[src/rtl/rle_decompressor.sv]
// Run-length decompressor for one io_fsm byte lane: expands a length-prefixed
// stream of run/literal headers into addressed element writes and an eob pulse.
module rle_decompressor #(
  parameter int DATA_W    = 8,
  parameter int ADDR_W    = 8,
  parameter int BASE_ADDR = 0
) (
  input  logic              clk,
  input  logic              reset,
  input  logic              start,
  input  logic [DATA_W-1:0] in_data,
  input  logic              in_valid,
  output logic              in_ready,
  output logic              out_valid,
  output logic [DATA_W-1:0] out_data,
  output logic [ADDR_W-1:0] out_addr,
  output logic              eob,
  output logic              busy,
  output logic              err
);

  localparam logic [ADDR_W-1:0] BASE = ADDR_W'(BASE_ADDR);

  typedef enum logic [2:0] {IDLE, LEN, HDR, RUN_VAL, RUN_EMIT, LIT, DONE} state_t;

  state_t            state;
  logic [DATA_W-1:0] remaining;
  logic [DATA_W-1:0] cnt;
  logic [DATA_W-1:0] run_val;
  logic [ADDR_W-1:0] index;

  logic              xfer;
  logic              emit;
  logic              last;
  logic [DATA_W-1:0] emit_data;
  logic [DATA_W-1:0] hdr_len;
  state_t            exit_state;

  assign in_ready   = (state == LEN) || (state == HDR) || (state == RUN_VAL) || (state == LIT);
  assign xfer       = in_valid & in_ready;
  assign emit       = (state == RUN_EMIT) || (xfer && ((state == RUN_VAL) || (state == LIT)));
  assign emit_data  = (state == RUN_EMIT) ? run_val : in_data;
  assign last       = (cnt == DATA_W'(1));
  assign hdr_len    = {1'b0, in_data[DATA_W-2:0]} + DATA_W'(1);
  assign exit_state = (remaining == DATA_W'(1)) ? DONE : HDR;
  // eob can fire while already back in IDLE, and the object is still in flight then
  assign busy       = (state != IDLE) || eob;

  always_ff @(posedge clk or negedge reset) begin
    if (!reset) begin
      state     <= IDLE;
      remaining <= '0;
      cnt       <= '0;
      run_val   <= '0;
      index     <= '0;
      out_valid <= 1'b0;
      out_data  <= '0;
      out_addr  <= BASE;
      eob       <= 1'b0;
      err       <= 1'b0;
    end else begin
      out_valid <= emit;
      eob       <= 1'b0;
      if (emit) begin
        out_data  <= emit_data;
        out_addr  <= BASE + index;
        index     <= index + 1'b1;
        remaining <= remaining - 1'b1;
        cnt       <= cnt - 1'b1;
      end
      case (state)
        IDLE: begin
          if (start && !eob) begin
            state     <= LEN;
            remaining <= '0;
            index     <= '0;
            err       <= 1'b0;
          end
        end
        LEN: begin
          if (xfer) begin
            remaining <= in_data;
            if (in_data == '0) begin
              state <= DONE;
              eob   <= 1'b1;
            end else begin
              state <= HDR;
            end
          end
        end
        HDR: begin
          if (xfer) begin
            // Clip a header that claims more elements than the object has left
            if (hdr_len > remaining) begin
              cnt <= remaining;
              err <= 1'b1;
            end else begin
              cnt <= hdr_len;
            end
            state <= in_data[DATA_W-1] ? RUN_VAL : LIT;
          end
        end
        RUN_VAL: begin
          if (xfer) begin
            run_val <= in_data;
            state   <= last ? exit_state : RUN_EMIT;
          end
        end
        RUN_EMIT: begin
          if (last) state <= exit_state;
        end
        LIT: begin
          if (xfer && last) state <= exit_state;
        end
        DONE: begin
          // N=0 raised eob on entry; otherwise eob lands the cycle after the last write
          eob   <= ~eob;
          state <= IDLE;
        end
        default: state <= IDLE;
      endcase
    end
  end

endmodule

[config.mk]
export PLATFORM = sky130hd
export DESIGN_NAME = rle_decompressor
export DESIGN_NICKNAME = d
export VERILOG_FILES = /design/src/rtl/rle_decompressor.sv
export SDC_FILE = /design/constraint.sdc
export NUM_CORES = 1
export LEC_CHECK = 0
export ABC_AREA = 1
export CORE_UTILIZATION = 50
export CTS_CLUSTER_SIZE = 25
export DETAILED_ROUTE_END_ITERATION = 12
export HOLD_SLACK_MARGIN = 0.05
export PLACE_DENSITY = 0.83
export SLEW_MARGIN = 15
export SYNTH_ARGS = -nofsm -noshare
export SYNTH_HDL_FRONTEND = slang
export SYNTH_SLANG_ARGS = --single-unit
export TNS_END_PERCENT = 50
[constraint.sdc]
create_clock -name clk -period 2 [get_ports clk]
set_clock_uncertainty 0.1 [all_clocks]
set_input_delay 0.2 -clock clk [delete_from_list [all_inputs] [get_ports clk]]
set_output_delay 0.2 -clock clk [all_outputs]
set_load 0.05 [all_outputs]
# Word level (Yosys, flattened, before mapping)
# Index checks and enable logic that the tools add are counted.
word_totals:
  regBits: 54
  output_inout_bits: 21
op_classes:
  n_bitwise: 2
  add_sub_neg: 4
  n_mux: 30
  n_eq_ne: 15
  n_reduce_logical: 17
  magnitude_cmp: 1
ops:
  columns: ["cell", "n"]
  rows:
  - ["$mux W8", 11]
  - ["$mux W3", 10]
  - ["$pmux W3 S6", 1]
  - ["$eq A8 B1 Y1 const B", 2]
  - ["$pmux W8 S2", 1]
  - ["$sub A8 B1 Y8 const B", 2]
  - ["$ne A2 B2 Y1 const B", 5]
  - ["$eq A3 B3 Y1 const B", 3]
  - ["$add A7 B1 Y8 const B", 1]
  - ["$add A8 B1 Y8 const B", 1]
  - ["$gt A8 B8 Y1", 1]
  - ["$logic_not A8 Y1", 1]
  - ["$eq A3 B2 Y1 const B", 2]
  - ["$logic_or A1 B1 Y1", 6]
  - ["$reduce_and A6 Y1", 1]
  - ["$mux W1", 5]
  - ["$ne A2 B1 Y1 const B", 2]
  - ["$pmux W1 S2", 2]
  - ["$reduce_and A4 Y1", 1]
  - ["$eq A3 B1 Y1 const B", 1]
  - ["$logic_and A1 B1 Y1", 3]
  - ["$logic_not A3 Y1", 1]
  - ["$reduce_bool A3 Y1", 1]
  - ["$reduce_and A2 Y1", 1]
  - ["4 further kinds", 4]

# Depth between registers and ports, before layout
depth:
  word_depth: 10
  mapped_depth: 17
  mapped_depth_nobuf: 17

# Least setup slack after synthesis
# Ideal clock, no wire load.
synth_path:
  path_type: "input port to flip-flop"
  startpoint: "input port in_data[4]"
  endpoint: "register cnt[1]"
  arrival_time_ns: 1.854
  stages: 15
  setup_slack_ns: -0.077
  cell_sequence: "clkbuf_1 inv_1 nor2_1 nand3_1 nand2_1 inv_1 ha_1 nand2_1 nor2_1 nand2_1 nand2_1 clkbuf_1 nand3_1 nand3_1 nand2_1"
synth_via:
  elab_chain_cells: 5
synth_lines:
  columns: ["item", "line_no", "text"]
  rows:
  - ["start: declaration", "11", "input logic [DATA_W-1:0] in_data,"]
  - ["$add A7 B1 Y8", "44", "assign hdr_len = {1'b0, in_data[DATA_W-2:0]} + DATA_W'(1);"]
  - ["$gt A8 B8 Y1", "94", "if (hdr_len > remaining) begin"]
  - ["$mux W8", "94", null]
  - ["$mux W8", "92", "if (xfer) begin"]
  - ["$mux W8", "71", "case (state)"]
  - ["end signal: assignment", "69", "cnt <= cnt - 1'b1;"]
  - ["end signal: assignment", "95", "cnt <= remaining;"]
  - ["end signal: assignment", "98", "cnt <= hdr_len;"]
  - ["end: declaration", "28", "logic [DATA_W-1:0] cnt;"]
# Every way passes these cells.
# A chain may end at the register's enable or synchronous reset.

# Worst setup path in the final report
layout_path:
  startpoint: "input port in_data[0]"
  endpoint: "register cnt[7]"
layout_via:
  elab_chain_cells: 5
layout_lines:
  columns: ["item", "line_no"]
  rows:
  - ["$add A7 B1 Y8 *", "44"]
  - ["$gt A8 B8 Y1", "94"]
  - ["$mux W8 *", "94"]
  - ["$mux W8 *", "92"]
  - ["$mux W8 *", "71"]
# Every way passes the cells marked *; elsewhere a longest branch is shown, timed or not.

==> impl_results.rst <==
.. list-table::
   :header-rows: 1

   * - Metric
     - Value
   * - CTS tree
     - done
   * - Post-synth top area cell
     - sky130_fd_sc_hd__dfrtp_1
   * - Drc violations
     - 2
   * - PnR Total Power
     - 6.313 mW
   * - Static Leak
     - 2.152 nW
   * - Max-cap viol count
     - 0
   * - Classification of the worst-slack hold path
     - input pin to flip-flop
   * - Routed Wire Length
     - 8904 um
   * - Horiz. Die Dim
     - between 80 and 90 um
   * - Clock-pin slew of the registers on the worst-case setup and hold paths
     - 0.10 ns
   * - Final hold violation count
     - 0
   * - I/O pin cnt
     - 33
   * - Sw Share
     - 0.5016
   * - Total internal power
     - ~3.1 mW
   * - Dpl ws
     - -0.6748 ns
   * - Placed wire-length estimate
     - 6300 um
   * - Synthesized net count
     - 505
   * - Bufs on Longest Clock Path
     - 2
   * - Initial DRC count
     - 406
   * - Source-to-sink clock delay at the later pin of the worst-skew pair
     - 0.32 ns
   * - Average vias per placed instance
     - about 5.5
   * - Largest net degree at the start of global routing
     - 36
   * - Slack of the worst reg-to-reg path
     - 0 ns
   * - Transition time at the pin with the least slew margin
     - 0.5174 ns
   * - Max-slew violation total from the final report
     - 0
   * - Area Overhead vs Synth
     - 26.58%
   * - Critical path fanouts, max
     - 5
   * - Worst Hold Path Cells
     - 3
   * - Height of the die
     - between 80 and 90 um
   * - Worst slew margin
     - 0.6540
   * - Final Net Count
     - between 500 and 600
   * - Clk sink count
     - 54
   * - Post-DR wirelength/cell
     - 14.20 um
   * - Number of nets still failing antenna checks after routing
     - 0
   * - Sequential element share of the synthesized area
     - 0.3987
   * - Most frequent standard cell in the layout excluding fill and tap cells
     - sky130_fd_sc_hd__nand2_1
   * - Beginning of the worst hold path
     - in_data[1]
   * - Drt pass-1 iters
     - 9
   * - Pwr/cell area
     - 1471 nW/um^2
   * - H-Tree Level Count
     - 2
   * - Worst-case vdd ir drop
     - between 0.0007 and 0.0008 V
   * - Summed instance area of the synthesized netlist
     - 3390 um^2
   * - Congestion Overflow GR
     - 0
   * - Antenna fix cells
     - 0
   * - Maximum frequency from static timing analysis
     - between 400 and 500 MHz
   * - Violations in the final reports
     - DRC, setup timing
   * - Combined area of the multi-input logic cells
     - 1844 um^2
   * - Comb pwr share
     - 0.593
   * - Net switching component of the power
     - 3.166 mW
   * - Wire length of the first global-routing pass
     - between 10000 and 15000 um
   * - Synth cell types
     - 28
   * - Syn avg cell area
     - 7.091 um^2
   * - Terminating pin of the worst hold path
     - remaining[1]$_DFF_PN0_
   * - Min Tclk post-route
     - 2.012 ns
   * - Final worst slack
     - -0.01199 ns
   * - Number of antenna violations at the first check in global routing
     - 0
   * - Top-area cell type share of the netlist area
     - 0.3987
   * - Full die area
     - roughly 7100 um^2
   * - Filler Cells Inserted
     - 506
   * - Commonest cells after routing, fill and taps aside
     - sky130_fd_sc_hd__nand2_1 (160), sky130_fd_sc_hd__dfrtp_1 (53), sky130_fd_sc_hd__inv_1 (51)
   * - Syn. warnings
     - 0
   * - Setup violations, final
     - 1
   * - Synth area leaders
     - sky130_fd_sc_hd__dfrtp_1 (40%), sky130_fd_sc_hd__nand2_1 (18%), sky130_fd_sc_hd__inv_1 (5.9%)
   * - Overall routing resource usage
     - 0.2548
   * - Clock network fraction of design power
     - 0.100
   * - Number of I/O port buffers
     - 32
   * - Total vias in the final route
     - 3450
   * - Relative contribution of sequential cells to total power
     - 0.308
   * - Critical Path RT
     - 2.16 ns
   * - Critical Path Start Type
     - input pin
   * - Storage element area
     - roughly 1400 um^2
   * - Core Region
     - between 6000 and 7000 um^2
   * - Effective utilization at floorplan
     - 0.5248
   * - Type of the worst setup path
     - input pin to flip-flop
   * - Outcome
     - finished with violations
   * - Floorplan row count
     - 29
   * - Number of standard cells after synthesis
     - between 400 and 500
   * - Via count of the first global-routing pass
     - 3221
   * - Arrival time of the worst setup path
     - 2.17 ns
   * - Portion of the clock cycle consumed by the worst path in the final layout
     - 1.006
   * - Worst reg2reg endpoint
     - cnt[7]$_DFF_PN0_
   * - Source of the worst register-to-register timing path
     - remaining[7]$_DFF_PN0_
   * - Kind of end point of the critical path
     - flip-flop
   * - Number of buffers added by the clock tree synthesis step
     - 5
   * - Number of cells on the worst reg-to-reg path
     - 9
   * - Cell chosen for the clock root
     - sky130_fd_sc_hd__clkbuf_8
   * - Total of flip-flops plus latches after synthesis
     - 54
   * - Fraction of final layout cells with drive strength greater than 1
     - 0.1600
   * - RePlAce Congestion
     - roughly 1.0
-- power by group through the flow --
stage / clock network (mW) / logic [mW] / registers, mW
after floorplan: 0 / 2.10 / 2.39
after global placement: 0 / 3.45 / 1.92
after detailed placement: 0 / 3.56 / 1.94
after CTS: 0.643 / 3.60 / 1.92
after global routing: 0.686 / 4.15 / 2.00
final: 0.629 / 3.74 / 1.94
-- Yosys cell counts (all sizes together) --
cell type  number
nand2         163
inv            55
dfrtp          54
nor2           52
nand3          38
o21ai          33
a21oi          15
ha             15
xor2           11
buf            10
a31oi           8
clkbuf          6
nand4           5
nor3            5
xnor2           3
a21o            1
a32o            1
o2111ai         1
o21a            1
or2             1
-- layout make-up --
class	instances	area share
multi-input cells	353	0.4299
inverters	55	0.04812
flip-flops and latches	54	0.3153
clock buffers	5	0.01604
well taps	77	0.02246
clock inverters	3	0.005541
repair buffers	80	0.1627
-- per-layer routing --
| layer | GRT usage | routed length [um] | vias up |
|---|---|---|---|
| li1 | - | - | 1653 |
| met1 | 0.3277 | 3761 | 1607 |
| met2 | 0.4411 | 4382 | 159 |
| met3 | 0.04425 | 486 | 31 |
| met4 | 0.07704 | 274 | 0 |
| met5 | 0 | 0 | - |
-- through the flow --
step / instance area (um^2) / TNS, ns / instances / hold WS [ns] / utilization
3_3_place_gp: 3993 / -4.852 / 608 / 0.07605 / 0.6182
2_1_floorplan: 3392 / 0 / 478 / -0.1956 / -
4_1_cts: 4199 / 0 / 626 / 0.1602 / 0.6501
3_5_place_dp: 3993 / -5.841 / 608 / 0.07795 / 0.6182
5_1_grt: 4290 / -0.6316 / 627 / 0.07884 / 0.6643
6_report: 4290 / -0.01199 / 627 / 0.06458 / 0.6643
-- registers in the layout, summed over array words and instances, names as in the netlist --
register,count
out_valid,1
eob,1
remaining,8
run_val,8
err,1
out_data,8
cnt,8
state,3
out_addr,8
index,8
-- kinds of logic (layout without fill, tap and decap cells) --
kind of cell / Yosys count / after routing / synth area share
buffers and inverters: 71 / 143 / 0.09598
adders and majority gates: 15 / 15 / 0.05537
xor gates and xnor gates: 14 / 14 / 0.03618
DFF: 54 / 54 / 0.3987
and+or+nand+nor: 264 / 264 / 0.3171
AOI/OAI and AO/OA: 60 / 60 / 0.09672
-- worst max-delay path, cell delays in order --
cell and delay (ns):
sky130_fd_sc_hd__buf_2 0.12, sky130_fd_sc_hd__ha_4 0.15, sky130_fd_sc_hd__nand3_4 0.10, sky130_fd_sc_hd__nor2_4 0.11, sky130_fd_sc_hd__nand3_1 0.08, sky130_fd_sc_hd__nand2_1 0.11, sky130_fd_sc_hd__inv_1 0.08, sky130_fd_sc_hd__ha_4 0.28
sky130_fd_sc_hd__nand2_2 0.07, sky130_fd_sc_hd__nor2_4 0.12, sky130_fd_sc_hd__nand4_1 0.23, sky130_fd_sc_hd__buf_6 0.21, sky130_fd_sc_hd__a21oi_1 0.18, sky130_fd_sc_hd__nor2_2 0.06, sky130_fd_sc_hd__nor2_1 0.08
-- worst max path at each step --
stage,startpoint,endpoint,slack (ns),cells past startpoint
6_report,in_data[0],cnt[7]$_DFF_PN0_,-0.01,15
5_1_grt,in_data[0],cnt[1]$_DFF_PN0_,-0.10,17
4_1_cts,in_data[0],cnt[7]$_DFF_PN0_,0.01,16
3_5_place_dp,in_data[1],cnt[5]$_DFF_PN0_,-0.67,15
3_3_place_gp,in_data[1],cnt[6]$_DFF_PN0_,-0.56,15
2_1_floorplan,in_data[0],cnt[6]$_DFF_PN0_,0.02,15
-- repair_timing --
item / in CTS / in global routing
pin swaps: 8 / 7
gates resized for setup: 20 / 25
endpoints found under the hold margin: 19 / 0
endpoints found under the setup margin: 9 / 9
gates cloned: 1 / 0
setup buffers: 8 / 1
hold buffers: 1 / 0
Power figures use the tool's default switching activity.
